<file path="config.mk">
export PLATFORM = sky130hd
export DESIGN_NAME = iter_countdown_6bit
export DESIGN_NICKNAME = d
export VERILOG_FILES = /design/src/rtl/iter_countdown_6bit.sv
export SDC_FILE = /design/constraint.sdc
export NUM_CORES = 1
export LEC_CHECK = 0
export ABC_CLOCK_PERIOD_IN_PS = 2240
export CORE_MARGIN = 1.5
export CORE_UTILIZATION = 42
export CTS_CLUSTER_DIAMETER = 150
export DETAILED_ROUTE_END_ITERATION = 10
export PLACE_DENSITY = 0.74
export SLEW_MARGIN = 5
export SYNTH_ARGS = -nofsm -noshare
export SYNTH_HDL_FRONTEND = slang
export SYNTH_SLANG_ARGS = --single-unit
</file>
<file path="constraint.sdc">
create_clock -name clk_i -period 2.24 [get_ports clk_i]
set_clock_uncertainty 0.2 [all_clocks]
set_input_delay 0.448 -clock clk_i [delete_from_list [all_inputs] [get_ports clk_i]]
set_output_delay 0.448 -clock clk_i [all_outputs]
set_load 0.01 [all_outputs]
</file>
<file path="src/rtl/iter_countdown_6bit.sv">
// Loadable down-counter that sequences the iteration count of the multi-cycle
// multiply/divide datapath. It loads a count on start, steps down on en, and
// terminates itself, reporting the final iteration (last) and completion (done).
//
// state | meaning
// IDLE  | waiting for start, q holds its last value
// RUN   | counting down on en, busy high
// DONE  | one-cycle completion pulse, q = 0
module iter_countdown_6bit #(
  parameter int WIDTH = 6
) (
  input  logic             clk_i,
  input  logic             clr_i,
  input  logic             start_i,
  input  logic [WIDTH-1:0] load_val_i,
  input  logic             en_i,
  input  logic             abort_i,
  output logic [WIDTH-1:0] q_o,
  output logic             busy_o,
  output logic             done_o,
  output logic             last_o
);

  typedef enum logic [1:0] {
    IDLE = 2'd0,
    RUN  = 2'd1,
    DONE = 2'd2
  } state_e;

  state_e           state_q, state_d;
  logic [WIDTH-1:0] q_q, q_d;

  // State and count registers; clr wins over every other input.
  always_ff @(posedge clk_i) begin
    if (clr_i) begin
      state_q <= IDLE;
      q_q     <= '0;
    end else begin
      state_q <= state_d;
      q_q     <= q_d;
    end
  end

  // Next-state and next-count: abort > start > en inside the states that honour them.
  always_comb begin
    state_d = state_q;
    q_d     = q_q;
    unique case (state_q)
      IDLE, DONE: begin
        if (start_i) begin
          q_d     = load_val_i;
          // A zero load still produces a single done pulse.
          state_d = (load_val_i == '0) ? DONE : RUN;
        end else if (state_q == DONE) begin
          q_d     = '0;
          state_d = IDLE;
        end
      end
      RUN: begin
        if (abort_i) begin
          state_d = IDLE;
        end else if (en_i) begin
          // Terminal count at 1: the next step finishes instead of wrapping.
          if (q_q > WIDTH'(1)) begin
            q_d = q_q - WIDTH'(1);
          end else begin
            q_d     = '0;
            state_d = DONE;
          end
        end
      end
      default: begin
        state_d = IDLE;
        q_d     = '0;
      end
    endcase
  end

  // Status decodes straight off the state register, so busy/done are glitch-free.
  always_comb begin
    q_o    = q_q;
    busy_o = (state_q == RUN);
    done_o = (state_q == DONE);
    last_o = (state_q == RUN) && (q_q == WIDTH'(1));
  end

endmodule

</file>
* Word-level counts from Yosys, hierarchy flattened
Cells that the tools add are included.
Word-level totals: flip-flop bits (word level) 8, output and inout port bits 9, word-level logic and storage cells 31
Cells by class: add/sub/neg operators 1, magnitude comparators 1, equal/unequal tests 8, mux-type cells 13, reduce and logical (&&, ||, !) cells 6
Operators by type and width (count):
- $mux 6 | 5
- $mux 2 | 6
- $pmux 6 s2 | 1
- $ne 3x3->1 const B | 3
- $eq 6x1->1 const B | 1
- $gt 6x1->1 const B | 1
- $logic_not 6->1 | 1
- $reduce_and 3->1 | 2
- $sub 6x1->6 const B | 1
- $ne 2x2->1 const B | 2
- $pmux 2 s2 | 1
- $eq 2x1->1 const B | 1
- $eq 2x2->1 const B | 1
- $logic_not 2->1 | 1
- $reduce_or 2->1 | 1
- $logic_and 1x1->1 | 1

* Logic depth before layout (Yosys ltp)
depth after elaboration 5, depth in mapped cells 6, depth with buffers taken out 6

* Worst setup path before layout
Ideal clock, no wire load.
path kind register to register, start register q_q[0], in the netlist q_o[0], end register q_q[0], in the netlist q_o[0], library setup time 86 ps, arrival time 1483 ps, data required time 1954 ps, path slack 471 ps, stages on the path, launching flop included 7, buffers on the path 0, clock period less this slack 1769 ps, cell sequence dfxtp_1 -> inv_1 -> ha_1 -> o21ba_2 -> a21oi_1 -> a221oi_1 -> a211oi_1
Between the ends: word-level cells in the longest chain between the ends 5, elaborated cells between the ends (all ways) 6, classes of those cells add/sub (1); order compare (1); mux (4)
RTL lines:
- from (decl) | RTL line 31 | logic [WIDTH-1:0] q_q, q_d;
- from (signal assigned) | RTL line 40 | q_q <= q_d;
- $sub 6x1->6 or $gt 6x1->1 (tied branches) | RTL line 65, 64
- $mux 6 (*) | RTL line 64 | if (q_q > WIDTH'(1)) begin
- $mux 6 (*) | RTL line 62 | end else if (en_i) begin
- $mux 6 (*) | RTL line 60 | if (abort_i) begin
- $pmux 6 s2 (*) | RTL line 48 | unique case (state_q)
Mark *: on every way between the ends. The rest lies on a longest branch, timed or not. The select of a mux whose other input is x is not followed. A chain may end at the register's enable or synchronous reset.

* Final worst setup path
start register state_q[0], end output busy_o
Between the ends: word-level cells in the longest chain between the ends 1
RTL lines:
- from (decl) | RTL line 30 | state_e state_q, state_d;
- from (signal assigned) | RTL line 39 | state_q <= state_d;
- $eq 2x1->1 | RTL line 82 | busy_o = (state_q == RUN);
- to (decl) | RTL line 19 | output logic busy_o,
Every way passes these cells.

==> results.txt <==
----------------------------------------------------
[GRT]
  Via count of the first global-routing pass ... between 500 and 600
  Maximum number of pins on one net before global-route repair ... 11
  Initial antenna violation count ... 0
  Total GRT Usage ... 0.2317
  Aggregate global routing overflow ... 0
  Global-route wire length before repair ... 2373 µm

[Clocking]
  H-Tree Depth ... 1
  TritonCTS clock tree ... built
  Clock transition at the registers of the reported paths ... 0.06 ns
  Root buffer selected by CTS ... clkbuf_4
  Cts bufs inserted ... 3
  Post-CTS Hold Buffers ... 0
  Clock buffer depth ... 2
  Source-to-sink clock delay at the later pin of the worst-skew pair ... roughly 0.26 ns
  Sinks on Clock Net ... 8

[Power]
  Static power due to leakage ... 0.3125 nW
  Worst IR drop on VDD ... between 0.0003 and 0.0004 V
  PD cells ... about 520 nW/µm²
  Overall power of the completed layout ... 0.4329 mW

[Setup path]
  Worst-path maximum fanout ... 7
  Kind of critical path ... reg -> out
  Kind of capture point of the worst setup path ... primary output
  CP arrival ... 1.46 ns
  Launching element type of the critical path ... flip-flop
  Critical path required time ... around 1.6 ns

[Placement]
  Final estimated routing congestion in global placement ... 0.9028
  Buffers added on ports ... 19
  Post-place setup slack ... 0.1079 ns
  Half-perimeter wire length after detailed placement ... 1126 µm

[STA]
  Setup_tns ... 0 ns
  Setup-violating endpoint count in the final report ... 0
  Setup repair after global routing missed its margin ... false
  Transition time at the pin with the least slew margin ... 0.4543 ns
  Worst slew margin ... 0.6948
  Highest clock rate ... 0.4737 GHz
  Number of hold violations in the final report ... 0
  Final critical-path setup slack ... between 0.1 and 0.15 ns
  Max Transition Viols Final ... 0
  Final clock period utilization by the worst path ... 0.9424
  Fin crit period ... 2.111 ns
  Hold WS ... 0.2999 ns

[Final layout]
  # nets final ... 112
  ANT cells ... 0
  Fill cell total of the finished layout ... 123
  Growth of design area from synthesis to finish ... 47.56%
  Share of cells above drive strength 1 ... 0.1753

[Route]
  Number of DRC markers after the initial detailed-route iteration ... 19
  Wirelength, routed ... 1525 µm
  Antenna violation net count after detailed routing ... 0
  Drt pass-1 iters ... 4
  Detail-routed via count per cell ... roughly 5.8
  DRC violations left ... 0
  Detailed-route via count ... 645
  Routed wire length per instance ... 13.62 µm

[Worst hold path]
  Type of the worst min-delay path ... reg -> reg

[Synth]
  Area share of the leading cell type in the synthesized netlist ... 0.2844
  Synth Area in XOR/XNOR ... 0.01556
  Post-synthesis share of cell area spent on full adders, half adders and majority gates ... 0.04444
  Synth cell types ... 29
  Share of the synthesized area in compound gates (AO/OA/AOI/OAI) ... 0.2933
  Cells taking the most area after synthesis ... dfxtp_1, a21oi_1, nor2_1
  Number of instances in the synthesized netlist ... 70
  Avg Inst Size Synth ... between 8 and 9 µm²
  Sequential share of the synthesized area ... 0.2844
  Library cell occupying the most area in the post-synthesis netlist ... dfxtp_1
  Yosys warning total ... 0
  Dominant combinational cell family by area after synthesis ... simple AND/OR/NAND/NOR gates
  Cell area after synthesis ... 563.0 µm²
  Flop and latch count out of synthesis ... 8
  Proportion of synthesized area in mux cells ... 0
  Syn nets ... just over 80
  Synth Area in Simple Gates ... 0.3089

[Floorplan]
  Die Span X ... roughly 40 µm
  Initial Util ... 0.4438
  Row count ... 13
  Top Ports ... 20
  CORE AREA ... 1269 µm²
  Chip Height ... about 40 µm
  Die Outline Area ... ~1600 µm²

[Run]
  Max-cap violations ... 0

[Run status]
  Result of the run ... complete, no violations

----------------------------------------------------
[layer usage]
layer | vias up | global-route usage | routed length [µm]
met4 | 0 | 0.1552 | 44
met1 | 295 | 0.2621 | 667
met2 | 27 | 0.3607 | 693
li1 | 315 | - | -
met3 | 8 | 0.07955 | 120
met5 | - | 0 | 0
[where the power goes]
part / total, mW / internal, mW / switching (mW) / leakage (nW)
clock network: 0.114 / 0.0615 / 0.0523 / 0.0138
logic: 0.155 / 0.0785 / 0.0765 / 0.233
registers: 0.164 / 0.153 / 0.0116 / 0.0658
[timing repair]
item                                    CTS  global route
setup buffers                             0             0
gates resized for setup                   3             0
endpoints found under the setup margin    1             0
[cell type report]
class / count / area (µm²) / area share
clock buffer: 3 / 22.52 / 0.02711
inverter: 5 / 18.77 / 0.02259
multi-input combinational: 56 / 375.4 / 0.4518
sequential: 8 / 161.4 / 0.1943
tap: 15 / 18.77 / 0.02259
timing repair buffer: 25 / 234.0 / 0.2816
[final timing paths]
check | startpoint | to | slack (ns) | depth (start not counted)
max | state_q[0]$_SDFFE_PP0P_ | busy_o | 0.13 | 4
min reg2reg | q_o[5]$_SDFFE_PP0P_ | q_o[5]$_SDFFE_PP0P_ | 0.30 | 2
max reg2reg | q_o[0]$_SDFFE_PP0P_ | q_o[0]$_SDFFE_PP0P_ | 0.23 | 6
min | q_o[5]$_SDFFE_PP0P_ | q_o[5]$_SDFFE_PP0P_ | 0.30 | 2
[kinds of logic after synthesis]
group / count (synthesis)
AND/OR/NAND/NOR: 28
AO/OA/AOI/OAI: 25
flip-flops: 8
buffers and inverters: 6
adder cells (fa/ha/maj): 2
XOR/XNOR: 1
[synthesized netlist by cell type]
| cell | count |
|---|---|
| and3b_1 | 1 |
| a221oi_1 | 2 |
| ha_1 | 2 |
| nor3_2 | 1 |
| a211oi_1 | 3 |
| buf_6 | 1 |
| o21bai_1 | 1 |
| a32oi_1 | 1 |
| and4b_2 | 1 |
| o21ba_2 | 1 |
| nor3_1 | 1 |
| a21oi_1 | 7 |
| nor3_4 | 1 |
| inv_1 | 5 |
| a31oi_1 | 1 |
| a21oi_2 | 1 |
| nand2b_4 | 1 |
| xor2_1 | 1 |
| nand2_1 | 5 |
| nand3_1 | 1 |
| nand4_1 | 3 |
| nor2_1 | 8 |
| o21ai_0 | 5 |
| nor2b_1 | 3 |
| nor3b_1 | 1 |
| a311oi_1 | 1 |
| dfxtp_1 | 8 |
| or4b_1 | 1 |
| a21o_1 | 2 |
[metrics by stage]
stage                     area, µm²    util  std cells
after global placement        805.8  0.6351        109
final                         830.8  0.6548        112
after global routing          830.8  0.6548        112
after floorplan               563.0       -         70
after detailed placement      805.8  0.6351        109
after CTS                     830.8  0.6548        112
[cell usage in the layout, fill, tap and decap left out]
cell type / n
clkdlybuf4s50_1: 18
nor2_1: 8
a21oi_1: 7
dfxtp_1: 7
buf_4: 6
inv_1: 5
nand2_1: 5
o21ai_0: 5
nor2b_1: 3
nand4_1: 3
a211oi_1: 3
clkbuf_4: 3
a21o_1: 2
a221oi_1: 2
nand2b_4: 1
nor3_2: 1
and4b_2: 1
nor3_1: 1
and3b_1: 1
nor3_4: 1
or4b_1: 1
a21oi_2: 1
o21ba_2: 1
nand3_1: 1
a311oi_1: 1
nor3b_1: 1
xor2_1: 1
o21bai_1: 1
a31oi_1: 1
a32oi_1: 1
ha_1: 1
ha_2: 1
dlygate4sd2_1: 1
dfxtp_2: 1
[worst max-delay path: stages (launching register included)]
cell and delay (ns):
dfxtp_2 0.39, nand2b_4 0.10, inv_1 0.08, buf_4 0.12
clkdlybuf4s50_1 0.52
[state kept, by name, summed over array words and instances, names as in the netlist]
register	flops
q_o	6
state_q	2
Note: power is estimated with default switching activity, not from simulation.
==> RTL change 1: new RTL, same settings <==
Set the parameter `WIDTH` to 12 (it was 6).
--- a/src/rtl/iter_countdown_6bit.sv
+++ b/src/rtl/iter_countdown_6bit.sv
@@ -7,7 +7,7 @@
 // RUN   | counting down on en, busy high
 // DONE  | one-cycle completion pulse, q = 0
 module iter_countdown_6bit #(
-  parameter int WIDTH = 6
+  parameter int WIDTH = 12
 ) (
   input  logic             clk_i,
   input  logic             clr_i,
Interface: changed (resized load_val_i and q_o); port bits go from 20 to 32. No check against the original RTL was run, so the function may have changed too.
==> RTL change 1 against the original RTL <==
The run now ends with setup timing left; register-to-register slack got worse by 0.14 ns; final area up 69%; worst setup slack worse by 0.30 ns; sequential cell count is 6 higher; wire length grew 97%; power increased by 87%; critical path depth is the same; critical endpoint is now last_o; synthesized area rose by 60%; largest cell class unchanged.
==> RTL change 1: results (changes against the original RTL) <==
run_status:
  violations: "setup timing"
  status: "finished with violations"
synthesis:
  synth_top_cells_by_count: "15 x a21oi_1, 14 x dfxtp_1, 9 x nor2_1, 7 x a22oi_1"
  synth_cell_type_count: 34  # +17%
  synth_xor_area_share_pct: 4.87  # +3.3 points
  syn_area_per_cell_um2: 8.17  # +1.5%
  dominantRegCellSynth: "dfxtp_1"
  syn-num-nets: 129  # +55%
  ys_warn_count: 0  # unchanged
  ys_seq_area_share_pct: 31.2  # +2.8 points
  synth_compound_gate_area_share_pct: 30.9  # +1.6 points
  yosys.area_share.adder_pct: 2.79  # -1.7 points
  ys_top_cells_by_area: "dfxtp_1 31%, a21oi_1 8.4%, a22oi_1 5.8%"
  async_reset_ff_share_pct: 0  # unchanged
place:
  portBuffers: 31  # +12
  dpl-instance-area_um2: 1360  # +69%
  place_congestion: 0.900  # -0.28%
  dpl_worst_slack_ns: -0.269  # -0.376 ns
  hpwl_mm: 2.24  # +98%
final_layout:
  diodes: 0  # unchanged
  drive_gt1_share_pct: 20.9  # +3.4 points
  largest_reg_flops: 12  # +6
  stdcell_count: 185  # +65%
  layout.nets: 178  # +59%
  fillers: 162  # +32%
critical_path:
  crit_path_max_incr_delay_ns: 0.55  # +0.03 ns
  crit_start: "q_o[6]$_SDFFE_PP0P_"
  worstPathArrival_ns: 1.76  # +0.30 ns
  crit_family: "simple AND/OR/NAND/NOR gates"
  crit_path_max_fanout: 2  # -5
  r2r_start: "q_o[0]$_SDFFE_PP0P_"
  critPathSlowestCell: "or4_4"
pwr:
  power.leakage_nw: 0.541  # +73%
  power_density_nw_per_um2: 578  # +11%
  ir_drop_v: 0.000389  # +28%
cts:
  clk_latency_ns: 0.29  # +0.03 ns
  path_clk_slew_ns: 0.10  # +0.04 ns
  clock_tree.root_cell: "clkbuf_4"
  cts_buffers: 3  # unchanged
min_path:
  min-delay-start: "q_o[11]$_SDFFE_PP0P_"
detailed_routing:
  firstDrtPassIters: 5  # +1
  vias: 1111  # +72%
  routedWlPerCell_um: 16.2  # +19%
  drt_iter0_drc: 48  # +29
grt:
  grt_first_pass_wirelength_mm: 4.94  # +110%
  grtUsageTotal_pct: 26.6  # +3.4 points
  antenna_found_initial: 0  # unchanged
  grt_max_degree: 15  # +4
timing:
  max-slew-margin-rel_pct: 72.5  # +3.0 points
  setup_tns_ns: -0.171  # -0.171 ns
  setup_viol: 1  # +1
  setup_ws_ns: -0.171  # -0.300 ns
-- RTL change 1: cell types whose count changed after synthesis, sizes merged, moves of 3 or more --
cell | before | now
dfxtp | 8 | 14
nor4 | 0 | 4
a22oi | 0 | 7
a222oi | 0 | 3
clkbuf | 0 | 5
xor2 | 1 | 5
a21oi | 8 | 17
-- RTL change 1: logic make-up (layout without fill, tap and decap cells) --
kind of cell	after synthesis	count (layout)
adder cells (fa/ha/maj)	2	2
XOR/XNOR	5	5
buffers and inverters	9	57
AND/OR/NAND/NOR	39	39
AO/OA/AOI/OAI	41	41
flip-flops	14	14
-- RTL change 1: final timing paths --
kind | cells past startpoint | to | slack, ns
worst max-delay path | 4 | last_o | -0.17
worst min-delay path | 2 | q_o[11]$_SDFFE_PP0P_ | 0.35
worst max register to register | 6 | q_o[5]$_SDFFE_PP0P_ | 0.09
worst min register to register | 2 | q_o[11]$_SDFFE_PP0P_ | 0.35
-- RTL change 1: timing repair --
item                       4_1_cts  5_1_grt
pin swaps                        3        1
hold endpoints to repair         0        0
cloned                           0        0
setup endpoints to repair        1        7
resized for setup                6        2
-- RTL change 1: where the power goes --
group	total, mW	internal, mW	switching, mW
clock	0.192	0.0990	0.0926
combinational	0.336	0.170	0.166
sequential	0.282	0.266	0.0160
total	0.810	0.535	0.274
-- RTL change 1: routing by layer --
layer / vias to the layer above / track usage, % / routed length [um]
met3: 6 / 4.60 / 231
li1: 522 / - / -
met1: 524 / 33.9 / 1310
met2: 59 / 44.8 / 1420
met5: - / 0 / 0
met4: 0 / 9.05 / 34
-- RTL change 1: area by class of cell --
type / count / share of cell area [%]
clock buffers: 4 / 2.59
inverters: 4 / 1.07
multi-input cells: 87 / 42.0
flip-flops and latches: 14 / 20.1
well taps: 27 / 2.41
repair buffers: 49 / 31.9
-- RTL change 1: worst reg2reg max path, delay by kind of cell, from the launching register on --
family                    cells  cell delay (ns)
DFF                           1             0.37
and+or+nand+nor               3             0.83
AOI/OAI and AO/OA             1             0.37
buffers and inverters         1             0.20
xor gates and xnor gates      1             0.08
==> RTL change 2: new RTL, same settings <==
Made on the original files. Register the inputs `clr_i`, `start_i`, `load_val_i`, `en_i` and `abort_i` before use. The logic sees them one clock later.
--- a/src/rtl/iter_countdown_6bit.sv
+++ b/src/rtl/iter_countdown_6bit.sv
@@ -27,12 +27,26 @@
     DONE = 2'd2
   } state_e;
 
+  logic clr_q;
+  logic start_q;
+  logic [WIDTH-1:0] load_val_q;
+  logic en_q;
+  logic abort_q;
+
+  always_ff @(posedge clk_i) begin
+    clr_q      <= clr_i;
+    start_q    <= start_i;
+    load_val_q <= load_val_i;
+    en_q       <= en_i;
+    abort_q    <= abort_i;
+  end
+
   state_e           state_q, state_d;
   logic [WIDTH-1:0] q_q, q_d;
 
   // State and count registers; clr wins over every other input.
   always_ff @(posedge clk_i) begin
-    if (clr_i) begin
+    if (clr_q) begin
       state_q <= IDLE;
       q_q     <= '0;
     end else begin
@@ -47,19 +61,19 @@
     q_d     = q_q;
     unique case (state_q)
       IDLE, DONE: begin
-        if (start_i) begin
-          q_d     = load_val_i;
+        if (start_q) begin
+          q_d     = load_val_q;
           // A zero load still produces a single done pulse.
-          state_d = (load_val_i == '0) ? DONE : RUN;
+          state_d = (load_val_q == '0) ? DONE : RUN;
         end else if (state_q == DONE) begin
           q_d     = '0;
           state_d = IDLE;
         end
       end
       RUN: begin
-        if (abort_i) begin
+        if (abort_q) begin
           state_d = IDLE;
-        end else if (en_i) begin
+        end else if (en_q) begin
           // Terminal count at 1: the next step finishes instead of wrapping.
           if (q_q > WIDTH'(1)) begin
             q_d = q_q - WIDTH'(1);
Behaviour: not the same (a bounded check fails within 4 cycles, from zero or initial values).
==> RTL change 2 against the original RTL <==
Power grew 54%; critical endpoint unchanged; worst setup slack worse by 0.060 ns; non-clock buffer count unchanged; final area rose by 28%; sequential cell count up 10; sequential power rose by 120%; wire length rose by 13%; largest power group unchanged; synthesized area is 40% higher.
==> RTL change 2: results (changes against the original RTL) <==
critical_path:
  reg2reg_slack_ns: 0.28  # +0.05 ns
  crit_path_max_fanout: 5  # -2
  critPathSlowestCell: "clkdlybuf4s50_1"
  crit_path_max_incr_delay_ns: 0.52  # about the same
  worstPathArrival_ns: 1.52  # +0.06 ns
place:
  hpwl_mm: 1.35  # +20%
  portBuffers: 19  # unchanged
  place_congestion: 0.809  # -10%
  dpl-instance-area_um2: 1050  # +30%
final_layout:
  layout.nets: 124  # +11%
  drive_gt1_share_pct: 16.5  # -1.0 points
  diodes: 0  # unchanged
run_status:
  status: "complete, no violations"
grt:
  grtUsageTotal_pct: 18.6  # -4.6 points
  grt_max_degree: 10  # -1
  use_met1_pct: 23.5  # -2.7 points
  grtUsageMet3_pct: 3.92  # -4.0 points
  grt_first_pass_wirelength_mm: 2.84  # +20%
  antenna_found_initial: 0  # unchanged
  grt_pass1_vias: 678  # +20%
  met2_usage_pct: 29.2  # -6.9 points
detailed_routing:
  drt_iter0_drc: 23  # +4
  firstDrtPassIters: 4  # unchanged
  drt-vias-per-instance: 5.49  # -4.6%
  drt-total-wl_mm: 1.72  # +13%
cts:
  cts_buffers: 3  # unchanged
  clk_latency_ns: 0.28  # +0.02 ns
  htree_levels: 1  # unchanged
  clock_tree.root_cell: "clkbuf_4"
  path_clk_slew_ns: 0.10  # +0.04 ns
  clock_path_buffers: 2  # unchanged
min_path:
  worstHoldPathType: "flop to flop"
synthesis:
  dominantRegCellSynth: "dfxtp_1"
  synth_cell_type_count: 34  # +17%
  async_reset_ff_share_pct: 0  # unchanged
  ys_top_cells_by_area: "dfxtp_1 46%, a21oi_1 3.8%, nor2_1 3.3%"
  ys_seq_area_share_pct: 45.6  # +17 points
  synth_top_cells_by_count: "18 x dfxtp_1, 7 x nor2_1, 6 x a21oi_1"
  syn-num-nets: 96  # +16%
  ys_warn_count: 0  # unchanged
timing:
  worst_pin_slew_ns: 0.409  # -0.0448 ns
pwr:
  internal_power_uw: 486  # +66%
  power.leakage_nw: 0.422  # +35%
  ir_drop_v: 0.000449  # +48%
[RTL change 2: cell types whose count changed after synthesis, sizes merged, moves of 3 or more]
cell    delta
a22oi      +3
dfxtp     +10
a211oi     -3
o21ai      -3
a22o       +3
[RTL change 2: final cells by class]
cell class                 count  area [um^2]
inverter                       3         11.3
sequential                    18          362
tap                           25         31.3
timing repair buffer          25          230
fill                         170          678
clock buffer                   3         22.5
multi-input combinational     60          410
[RTL change 2: logic make-up after synthesis]
kind of cell             after synthesis  synth area share, %
XOR/XNOR                               2                 2.22
adder cells (fa/ha/maj)                2                 3.17
AND/OR/NAND/NOR                       34                 26.5
AO/OA/AOI/OAI                         22                 19.8
flip-flops                            18                 45.6
buffers and inverters                  5                 2.69
[RTL change 2: critical path: cells and delay by family (launching register included)]
kind	cells	cell delay [ns]
buffers and inverters	3	0.73
and+or+nand+nor	1	0.19
DFF	1	0.32
[RTL change 2: power by group through the flow]
| stage | registers (mW) | logic, mW | clock network, mW |
|---|---|---|---|
| after detailed placement | 0.366 | 0.150 | 0 |
| after global routing | 0.361 | 0.165 | 0.174 |
| final | 0.359 | 0.151 | 0.157 |
| after global placement | 0.365 | 0.148 | 0 |
| after CTS | 0.358 | 0.151 | 0.161 |
| after floorplan | 0.367 | 0.0829 | 0 |
[RTL change 2: final timing paths]
check / from / end / cells past startpoint
max: state_q[1]$_SDFFE_PP0P_ / busy_o / 4
min reg2reg: load_val_q[1]$_DFF_P_ / q_o[1]$_SDFFE_PP0P_ / 1
max reg2reg: q_o[1]$_SDFFE_PP0P_ / q_o[0]$_SDFFE_PP0P_ / 6
min: load_val_q[1]$_DFF_P_ / q_o[1]$_SDFFE_PP0P_ / 1
[RTL change 2: layer usage]
layer	vias to the layer above	wire [um]	share of wire [%]
met3	9	124	7.2
met4	0	55	3.2
met2	31	832	48
li1	356	-	-
met5	-	0	0
met1	340	707	41
[RTL change 2: repair_timing]
action | in CTS | in global routing
setup buffers | 0 | 0
resized for setup | 3 | 2
setup endpoints to repair | 1 | 1
[RTL change 2: through the flow]
step                      cells  hold slack [ns]  setup WS [ns]  total power, mW  utilization (%)
after global routing        134            0.333        0.00836            0.700             61.1
after CTS                   134            0.310         0.0116            0.671             61.4
after floorplan              83            0.257          0.368            0.450                -
after global placement      131            0.289         0.0889            0.513             59.9
after detailed placement    131            0.287         0.0465            0.515             59.9
final                       134            0.307         0.0693            0.667             61.1
